**src/rtl/wb_pkg.sv**
```systemverilog
// Shared types and widths for the register-file write-back path.
package wb_pkg;

  localparam int REG_AW = 5;
  localparam int XLEN   = 32;

  typedef struct packed {
    logic [REG_AW-1:0] rd;
    logic [XLEN-1:0]   data;
  } wb_entry_t;

endpackage

```
**src/rtl/regfile_wb_arbiter_if.sv**
```systemverilog
// Bundles the ALU/load result handshakes, the register-file write port and
// the decode pending-write check.
interface regfile_wb_arbiter_if;
  import wb_pkg::*;

  logic              alu_valid;
  logic              alu_ready;
  logic [REG_AW-1:0] alu_rd;
  logic [XLEN-1:0]   alu_data;

  logic              ld_valid;
  logic              ld_ready;
  logic [REG_AW-1:0] ld_rd;
  logic [XLEN-1:0]   ld_data;

  logic              wb_en;
  logic [REG_AW-1:0] wb_addr;
  logic [XLEN-1:0]   wb_data;

  logic [REG_AW-1:0] chk_addr1;
  logic [REG_AW-1:0] chk_addr2;
  logic              chk_hit1;
  logic              chk_hit2;

  // Producer / decode side.
  modport master (
    output alu_valid, alu_rd, alu_data,
    input  alu_ready,
    output ld_valid, ld_rd, ld_data,
    input  ld_ready,
    input  wb_en, wb_addr, wb_data,
    output chk_addr1, chk_addr2,
    input  chk_hit1, chk_hit2
  );

  // Arbiter side.
  modport slave (
    input  alu_valid, alu_rd, alu_data,
    output alu_ready,
    input  ld_valid, ld_rd, ld_data,
    output ld_ready,
    output wb_en, wb_addr, wb_data,
    input  chk_addr1, chk_addr2,
    output chk_hit1, chk_hit2
  );

endinterface

```
**src/rtl/wb_fifo.sv**
```systemverilog
// Load-result FIFO; exposes per-entry valid/rd so the pending-write compare
// can see every buffered destination.
module wb_fifo
  import wb_pkg::*;
#(
  parameter int DEPTH = 2
) (
  input  logic                          clk,
  input  logic                          rstn,
  input  logic                          push,
  input  wb_entry_t                     push_entry,
  input  logic                          pop,
  output wb_entry_t                     head,
  output logic                          full,
  output logic                          empty,
  output logic [DEPTH-1:0]              ent_valid,
  output logic [DEPTH-1:0][REG_AW-1:0]  ent_rd
);

  localparam int PW = $clog2(DEPTH);

  typedef logic [PW-1:0] ptr_t;
  typedef logic [PW:0]   cnt_t;

  wb_entry_t mem [DEPTH];
  ptr_t      wr_ptr;
  ptr_t      rd_ptr;
  cnt_t      count;
  logic      push_ok;
  logic      pop_ok;

  assign full    = (count == cnt_t'(DEPTH));
  assign empty   = (count == '0);
  assign push_ok = push && !full;
  assign pop_ok  = pop && !empty;
  assign head    = mem[rd_ptr];

  // NOTE: the storage array has no reset; an entry is only observed while its
  // ent_valid bit is set, so flushing the valid bits is enough.
  always_ff @(posedge clk) begin
    if (push_ok) mem[wr_ptr] <= push_entry;
  end

  // NOTE: all state updates are non-blocking so every read in this block sees
  // the pre-edge values, which is what makes push+pop in one cycle safe.
  always_ff @(posedge clk or negedge rstn) begin
    if (!rstn) begin
      wr_ptr    <= '0;
      rd_ptr    <= '0;
      count     <= '0;
      ent_valid <= '0;
    end else begin
      if (pop_ok) begin
        ent_valid[rd_ptr] <= 1'b0;
        rd_ptr            <= rd_ptr + ptr_t'(1);
      end
      if (push_ok) begin
        ent_valid[wr_ptr] <= 1'b1;
        wr_ptr            <= wr_ptr + ptr_t'(1);
      end
      case ({push_ok, pop_ok})
        2'b10:   count <= count + cnt_t'(1);
        2'b01:   count <= count - cnt_t'(1);
        default: count <= count;
      endcase
    end
  end

  always_comb begin
    for (int i = 0; i < DEPTH; i++) ent_rd[i] = mem[i].rd;
  end

endmodule

```
**src/rtl/regfile_wb_arbiter.sv**
```systemverilog
// Merges ALU and buffered load results onto the single register-file write
// port; ALU has priority, bounded by a starvation counter.
module regfile_wb_arbiter
  import wb_pkg::*;
#(
  parameter int DEPTH      = 2,
  parameter int MAX_STARVE = 4
) (
  input  logic                 clk,
  input  logic                 rstn,
  regfile_wb_arbiter_if.slave  bus
);

  localparam int SW = $clog2(MAX_STARVE + 1);

  typedef logic [SW-1:0] starve_t;

  localparam starve_t STARVE_MAX = starve_t'(MAX_STARVE);

  wb_entry_t                    head;
  logic                         fifo_full;
  logic                         fifo_empty;
  logic [DEPTH-1:0]             ent_valid;
  logic [DEPTH-1:0][REG_AW-1:0] ent_rd;

  starve_t           starve_cnt;
  logic              force_ld;
  logic              grant_alu;
  logic              grant_fifo;
  logic              push;

  logic              wb_en_q;
  logic [REG_AW-1:0] wb_addr_q;
  logic [XLEN-1:0]   wb_data_q;

  // A forced load grant blocks the ALU regardless of whether it is asking.
  assign force_ld   = (starve_cnt == STARVE_MAX) && !fifo_empty;
  assign grant_alu  = bus.alu_valid && !force_ld;
  assign grant_fifo = !fifo_empty && !grant_alu;

  assign bus.alu_ready = rstn && !force_ld;
  assign bus.ld_ready  = rstn && !fifo_full;

  // Loads to x0 complete the handshake but are dropped here.
  assign push = bus.ld_valid && bus.ld_ready && (bus.ld_rd != '0);

  wb_fifo #(
    .DEPTH (DEPTH)
  ) u_fifo (
    .clk        (clk),
    .rstn       (rstn),
    .push       (push),
    .push_entry ('{rd: bus.ld_rd, data: bus.ld_data}),
    .pop        (grant_fifo),
    .head       (head),
    .full       (fifo_full),
    .empty      (fifo_empty),
    .ent_valid  (ent_valid),
    .ent_rd     (ent_rd)
  );

  always_ff @(posedge clk or negedge rstn) begin
    if (!rstn) begin
      wb_en_q    <= 1'b0;
      wb_addr_q  <= '0;
      wb_data_q  <= '0;
      starve_cnt <= '0;
    end else begin
      if (grant_fifo) begin
        wb_en_q   <= 1'b1;
        wb_addr_q <= head.rd;
        wb_data_q <= head.data;
      end else if (grant_alu && (bus.alu_rd != '0)) begin
        wb_en_q   <= 1'b1;
        wb_addr_q <= bus.alu_rd;
        wb_data_q <= bus.alu_data;
      end else begin
        wb_en_q   <= 1'b0;
      end

      if (fifo_empty || grant_fifo) begin
        starve_cnt <= '0;
      end else if (grant_alu && (starve_cnt != STARVE_MAX)) begin
        starve_cnt <= starve_cnt + starve_t'(1);
      end
    end
  end

  assign bus.wb_en   = wb_en_q;
  assign bus.wb_addr = wb_addr_q;
  assign bus.wb_data = wb_data_q;

  // Pending only looks at committed state: buffered loads and the write
  // already sitting in the output register.
  function automatic logic pending(input logic [REG_AW-1:0] a);
    logic hit;
    hit = wb_en_q && (wb_addr_q == a);
    for (int i = 0; i < DEPTH; i++) begin
      if (ent_valid[i] && (ent_rd[i] == a)) hit = 1'b1;
    end
    return (a != '0) && hit;
  endfunction

  // NOTE: each output is fully assigned on every pass, so no latch can form.
  always_comb begin
    bus.chk_hit1 = pending(bus.chk_addr1);
    bus.chk_hit2 = pending(bus.chk_addr2);
  end

endmodule

```
**src/flat_wrapper.sv**
```systemverilog
// flat-port wrapper written by rule: the top's interface ports become plain ports
module regfile_wb_arbiter_flat import wb_pkg::*;
#(
  parameter int DEPTH      = 2,
  parameter int MAX_STARVE = 4
)
  (clk, rstn, bus_alu_valid, bus_alu_rd, bus_alu_data, bus_alu_ready, bus_ld_valid, bus_ld_rd, bus_ld_data, bus_ld_ready, bus_wb_en, bus_wb_addr, bus_wb_data, bus_chk_addr1, bus_chk_addr2, bus_chk_hit1, bus_chk_hit2);
  regfile_wb_arbiter_if bus_i ();
  input  logic clk;
  input  logic rstn;
  input wire logic [$bits(bus_i.alu_valid)-1:0] bus_alu_valid;
  input wire logic [$bits(bus_i.alu_rd)-1:0] bus_alu_rd;
  input wire logic [$bits(bus_i.alu_data)-1:0] bus_alu_data;
  output wire logic [$bits(bus_i.alu_ready)-1:0] bus_alu_ready;
  input wire logic [$bits(bus_i.ld_valid)-1:0] bus_ld_valid;
  input wire logic [$bits(bus_i.ld_rd)-1:0] bus_ld_rd;
  input wire logic [$bits(bus_i.ld_data)-1:0] bus_ld_data;
  output wire logic [$bits(bus_i.ld_ready)-1:0] bus_ld_ready;
  output wire logic [$bits(bus_i.wb_en)-1:0] bus_wb_en;
  output wire logic [$bits(bus_i.wb_addr)-1:0] bus_wb_addr;
  output wire logic [$bits(bus_i.wb_data)-1:0] bus_wb_data;
  input wire logic [$bits(bus_i.chk_addr1)-1:0] bus_chk_addr1;
  input wire logic [$bits(bus_i.chk_addr2)-1:0] bus_chk_addr2;
  output wire logic [$bits(bus_i.chk_hit1)-1:0] bus_chk_hit1;
  output wire logic [$bits(bus_i.chk_hit2)-1:0] bus_chk_hit2;
  assign bus_i.alu_valid = bus_alu_valid;
  assign bus_i.alu_rd = bus_alu_rd;
  assign bus_i.alu_data = bus_alu_data;
  assign bus_alu_ready = bus_i.alu_ready;
  assign bus_i.ld_valid = bus_ld_valid;
  assign bus_i.ld_rd = bus_ld_rd;
  assign bus_i.ld_data = bus_ld_data;
  assign bus_ld_ready = bus_i.ld_ready;
  assign bus_wb_en = bus_i.wb_en;
  assign bus_wb_addr = bus_i.wb_addr;
  assign bus_wb_data = bus_i.wb_data;
  assign bus_i.chk_addr1 = bus_chk_addr1;
  assign bus_i.chk_addr2 = bus_chk_addr2;
  assign bus_chk_hit1 = bus_i.chk_hit1;
  assign bus_chk_hit2 = bus_i.chk_hit2;
  regfile_wb_arbiter #(.DEPTH(DEPTH), .MAX_STARVE(MAX_STARVE)) u_core (.clk(clk), .rstn(rstn), .bus(bus_i));
endmodule
```
**config.mk**
```make
export PLATFORM = sky130hd
export DESIGN_NAME = regfile_wb_arbiter_flat
export DESIGN_NICKNAME = d
export VERILOG_FILES = /design/src/rtl/wb_pkg.sv /design/src/rtl/regfile_wb_arbiter_if.sv /design/src/rtl/wb_fifo.sv /design/src/rtl/regfile_wb_arbiter.sv /design/src/flat_wrapper.sv
export SDC_FILE = /design/constraint.sdc
export NUM_CORES = 1
export LEC_CHECK = 0
export ABC_AREA = 1
export CAP_MARGIN = 20
export CORE_MARGIN = 1.5
export CORE_UTILIZATION = 40
export CTS_BUF_LIST = sky130_fd_sc_hd__clkbuf_2 sky130_fd_sc_hd__clkbuf_4 sky130_fd_sc_hd__clkbuf_8
export CTS_CLUSTER_DIAMETER = 200
export DETAILED_ROUTE_END_ITERATION = 6
export GPL_ROUTABILITY_DRIVEN = 0
export PLACE_DENSITY = 0.69
export SLEW_MARGIN = 20
export SYNTH_ARGS = -nofsm -noshare
export SYNTH_HDL_FRONTEND = slang
export SYNTH_SLANG_ARGS = --single-unit
```
**constraint.sdc**
```tcl
create_clock -name clk -period 2.88 [get_ports clk]
set_clock_uncertainty 0.1 [all_clocks]
set_input_delay 0.576 -clock clk [delete_from_list [all_inputs] [get_ports clk]]
set_output_delay 0.576 -clock clk [all_outputs]
set_load 0.05 [all_outputs]
```
---- Word level (Yosys, flattened, before mapping) ----
Memory sizes are Yosys's and may differ from the RTL's.
Index checks and enable logic that the tools add are counted.
operators by class
  add/subtract/negate cells ............... 5
  equality and inequality tests ........... 11
  multiplexer cells ....................... 21
  order comparisons ....................... 4
  reductions and logical operators ........ 34
  bitwise logic cells ..................... 3
operators by type and width
  cell                                                                  number
  32-bit two-way mux                                                    2
  5-bit == test                                                         6
  1-bit logical AND                                                     21
  5-bit nonzero test                                                    4
  1-bit two-way mux                                                     10
  5-bit two-way mux                                                     2
  3-bit two-way mux                                                     2
  2-bit nonzero test                                                    3
  2-bit == test, second input constant                                  2
  1-bit zero test                                                       4
  1-bit by 2-bit < comparator with 1-bit output, second input constant  2
  2-bit two-way mux                                                     2
  2-bit one-hot mux with 2 select lines                                 1
  3-bit by 1-bit adder with 3-bit output, second input constant         1
  3-bit == test, second input constant                                  1
  3-bit != test, second input constant                                  1
  1-bit adder, second input constant                                    2
  2-bit by 1-bit adder with 2-bit output, second input constant         1
  2-bit bitwise AND                                                     1
  1-bit demux with 1-bit select                                         2
  2-bit by 1-bit == test with 1-bit output, second input constant       1
  1-bit >= comparator, second input constant                            2
  2-bit zero test                                                       1
  2-bit NOT                                                             1
  3 further kinds                                                       3
word-level totals
  bits of input ports ..................... 88
  output and inout bits ................... 42
  logic and storage cells ................. 87
  bits in registers ....................... 47
  memories kept ........................... 1
  memory bits (writable) .................. 74
memory list
  memory             depth  bits a word  rd ports  clocked after Yosys merged registers in  write ports  line           text
  u_core.u_fifo.mem  2      37           3         0                                        1            wb_fifo.sv:25  wb_entry_t mem [DEPTH];

---- Longest topological paths before layout ----
  depth in word-level cells ............... 11
  gate-level depth with buffers ........... 11
  gate-level depth less buffers ........... 9

---- Hierarchy ----
Synthesis repeated with hierarchy kept, for this count alone.
second synthesis, totals
  cell total of the unflattened synthesis .. 628
  area total of the unflattened synthesis .. 5806.8 um^2
modules (own cells, without submodules)
  module              times used  cells an instance  area each (um^2)
  wb_fifo             1           245                3078.0
  regfile_wb_arbiter  1           383                2728.9

---- Worst setup path after synthesis ----
Ideal clock, no wire load.
  path kind ............................... in2reg
  from .................................... input rstn
  to ...................................... memory u_core.u_fifo.mem[0][0] (netlist bit) (enable)
  slack ................................... -1.062 ns
  stages on the path ...................... 4
  data arrival time ....................... 3.410 ns
  cell sequence ........................... inv_1 a21oi_1 nand3_1 nor2_1
on the way
  cells in the longest elaborated chain, start to end .. 6
RTL lines
  item                                     line                      text
  start, declared                          flat_wrapper.sv:10        input logic rstn;
  1-bit logical AND                        regfile_wb_arbiter.sv:42  assign bus.ld_ready = rstn && !fifo_full;
  named net bus_ld_ready                   flat_wrapper.sv:18        output wire logic [$bits(bus_i.ld_ready)-1:0] bus_ld_ready;
  1-bit logical AND (2 in series)          regfile_wb_arbiter.sv:45  assign push = bus.ld_valid && bus.ld_ready && (bus.ld_rd != '0);
  1-bit logical AND                        wb_fifo.sv:34             assign push_ok = push && !full;
  1-bit two-way mux                        wb_fifo.sv:41             if (push_ok) mem[wr_ptr] <= push_entry;
  1-bit two-way mux (implied by the code)  wb_fifo.sv:41
  end, declared                            wb_fifo.sv:25
The timed path passes the listed nets, and every way through them passes these cells.

---- Worst setup path after layout ----
  from .................................... input bus_chk_addr1[2]
  to ...................................... output bus_chk_hit1
on the way
  cells in the longest elaborated chain, start to end .. 5
  elaborated cells on any way between the ends .. 10
  classes of those cells .................. eq/ne (3); mux (2); reduce/logical (5)
RTL lines
  item                                         line                                                text
  start, declared                              flat_wrapper.sv:22                                  input wire logic [$bits(bus_i.chk_addr1)-1:0] bus_chk_addr1;
  5-bit == test, on equally long branches      regfile_wb_arbiter.sv:97, regfile_wb_arbiter.sv:99
  1-bit logical AND, on equally long branches  regfile_wb_arbiter.sv:97, regfile_wb_arbiter.sv:99
  1-bit two-way mux (2 in series)              regfile_wb_arbiter.sv:99                            if (ent_valid[i] && (ent_rd[i] == a)) hit = 1'b1;
  1-bit logical AND *                          regfile_wb_arbiter.sv:101                           return (a != '0) && hit;
  end, declared                                flat_wrapper.sv:24                                  output wire logic [$bits(bus_i.chk_hit1)-1:0] bus_chk_hit1;
Every way passes the cells marked *; elsewhere a longest branch is shown, timed or not.

==> impl_metrics.toml <==
[synth]
yosysWarnings = 0
synth.top_cell.area_share_pct = 39.6
avgSynthCellArea_um2 = 9.37
synthMostInstantiatedCell = "nand2_1"
ys_seq_area_share_pct = 60.6
netlist_top_cells_count = "231 x nand2_1, 74 x edfxtp_1, 49 x nand3_1"
yosysUniqueCellTypes = 27
synth_edf_count = 74
syn_inst = 598
synth_ff_type = "edfxtp_1"
async_flop_share_pct = 38.8
synth_top_area_cell = "edfxtp_1"
synth_fp_nets = 689
netlist_top_cells_area = "edfxtp_1 40%, dfrtp_1 21%, nand2_1 15%"
synthesis.area_um2 = 5610
ys_ff_latch = 121

[clocking]
hold_buffers = 0
cts_resized = 0
postCtsSetupBuffers = 0
clk_pin_slew_ns = 0.07
htree_levels = 4
clk_latency_ns = 0.42
cts_tree = "built"
clock_sinks = 121
cts_max_path_buffers = 2
cts_buffers = 17
cts_root_buf = "clkbuf_8"

[setup_path]
cpMaxStageDelayCell = "clkdlybuf4s50_1"
slowest_delay_ns = 0.58
worst-endpoint-arrival_ns = 1.96
crit_family = "buffers and inverters"
startpoint_type = "primary input"
end_kind = "primary output"
cpMostUsedCell = "nand2_1"
cp_data_required_time_ns = 2.20
path_cells = "clkdlybuf4s50_1 -> inv_1 -> nand2_1 -> nand2_1 -> nor2_1 -> nand3_1 -> nand3_1 -> nand2_1 -> inv_1 -> buf_12"
critPathKind = "primary input to primary output"
path_buf_inv = 4
cp_max_fo = 5

[finish]
seq_area_um2 = 3400
final_nets = 821
multi_input_area_um2 = 1930
areaGrowthSynthToFinish_pct = 33.5
n_antenna_cell = 0
utilization_pct = 54.3
drive_gt1_share_pct = 11.6
fillers = 1274

[min_path]
hp-class = "primary input to async pin"

[sta]
slew_viol_final = 0
tightest_slew_ns = 0.866
rsz0062_at_grt = "false"
hold_viol_final = 0
fin_hold_ws_ns = 0.238
min_period_over_period_pct = 91.4
relSlewSlack_pct = 42.2
setup_viol = 0
max_freq_mhz = 380
min_period_ns = 2.63
worst_slack_ns = 0.248
fin_tns_setup_ns = 0

[place]
hpwlAfterDp_mm = 9.90
dp_slack_ns = 0.263
io_buffers = 129

[detailed_routing]
drc = 0
wl_per_cell_um = 15.6
viasPerCell = 5.00
wirelength_mm = 14.4
drtIter0Drc = 352
ant_nets = 0
route.vias.total = 4618
firstDrtPassIters = 5

[die]
io_pins = 130
die_area_um2 = 14700
rows = 43
core_area_um2 = 13800
fp.dieH_um = 121
initial_utilization_pct = 40.7
die_w_um = 121

[global_route]
gr-total-overflow = 0
grt_pass1_vias = 4735
grt_use_total_pct = 20.8
grt_start_max_net_pins = 50
grt_pass1_wl_mm = 23.3
grt_antenna_before_repair = 0

[pwr]
power_w = 0.00715
p_leak_nw = 3.25
p_per_area_nw_per_um2 = 956
irDropWorstVdd_uv = 510

[outcome]
status = "finished, final reports clean"

[run]
maxCapViolations = 0
[cell families (layout without fill, tap and decap cells)]
group	after synthesis	count (layout)	synth area share, %
DFF	121	121	60.6
adders and majority gates	3	3	0.670
and+or+nand+nor	346	346	25.8
xor gates and xnor gates	5	5	0.781
buffers and inverters	67	212	5.36
AOI/OAI and AO/OA	56	56	6.76
[through the flow]
step / std cells / cell area [um2]
6_report: 923 / 7480
5_1_grt: 923 / 7480
4_1_cts: 923 / 7480
3_5_place_dp: 891 / 7120
3_3_place_gp: 891 / 7120
2_1_floorplan: 598 / 5620
[where the power goes]
part	switching (W)	internal (W)
registers	0.000301	0.00230
logic	0.00209	0.00109
clock network	0.000661	0.000716
total	0.00305	0.00410
[metal layers]
metal,vias to the layer above,global-route usage [%],part of all wire [%]
li1,2228,-,-
met1,2170,24.9,42
met2,188,35.2,48
met3,32,5.78,7.0
met4,0,8.82,2.3
met5,-,0,0
[registers in the layout, summed over array words and instances, names as in the netlist]
register and count:
u_core.u_fifo.mem 74, u_core.bus.wb_data 32, u_core.bus.wb_addr 5, u_core.starve_cnt 3
u_core.u_fifo.count 2, u_core.u_fifo.ent_valid 2, u_core.bus.wb_en 1, u_core.u_fifo.rd_ptr 1
u_core.u_fifo.wr_ptr 1
[cell type report]
| class | instances | area share, % |
|---|---|---|
| multi-input combinational | 410 | 25.8 |
| clock buffer | 20 | 3.51 |
| timing repair buffer | 140 | 18.8 |
| inverter | 40 | 2.01 |
| clock inverter | 12 | 1.35 |
| sequential | 121 | 45.4 |
| tap | 180 | 3.01 |
[final timing paths]
path / from / end / slack [ns] / cells past startpoint
max reg2reg: u_core.starve_cnt[0] / u_core.bus.wb_addr[2] / 0.74 / 9
min reg2reg: u_core.starve_cnt[0] / u_core.starve_cnt[0] / 0.37 / 1
min in group clk: u_core.starve_cnt[0] / u_core.starve_cnt[0] / 0.37 / 1
max: bus_chk_addr1[2] / bus_chk_hit1 / 0.25 / 10
max in group asynchronous: rstn / u_core.u_fifo.rd_ptr / 1.97 / 2
min: rstn / u_core.bus.wb_data[6] / 0.24 / 2
[layout by cell type, fill, tap and decap left out, drive strengths merged, types with 4 or more instances in the layout]
cell / n
buf: 16
clkbuf: 20
clkdlybuf4s50: 124
clkinv: 6
clkinvlp: 4
dfrtp: 47
edfxtp: 74
inv: 41
nand2: 232
nand3: 49
nor2: 31
o211ai: 31
o21ai: 19
or2: 30
Note: power is estimated with default switching activity, not from simulation.
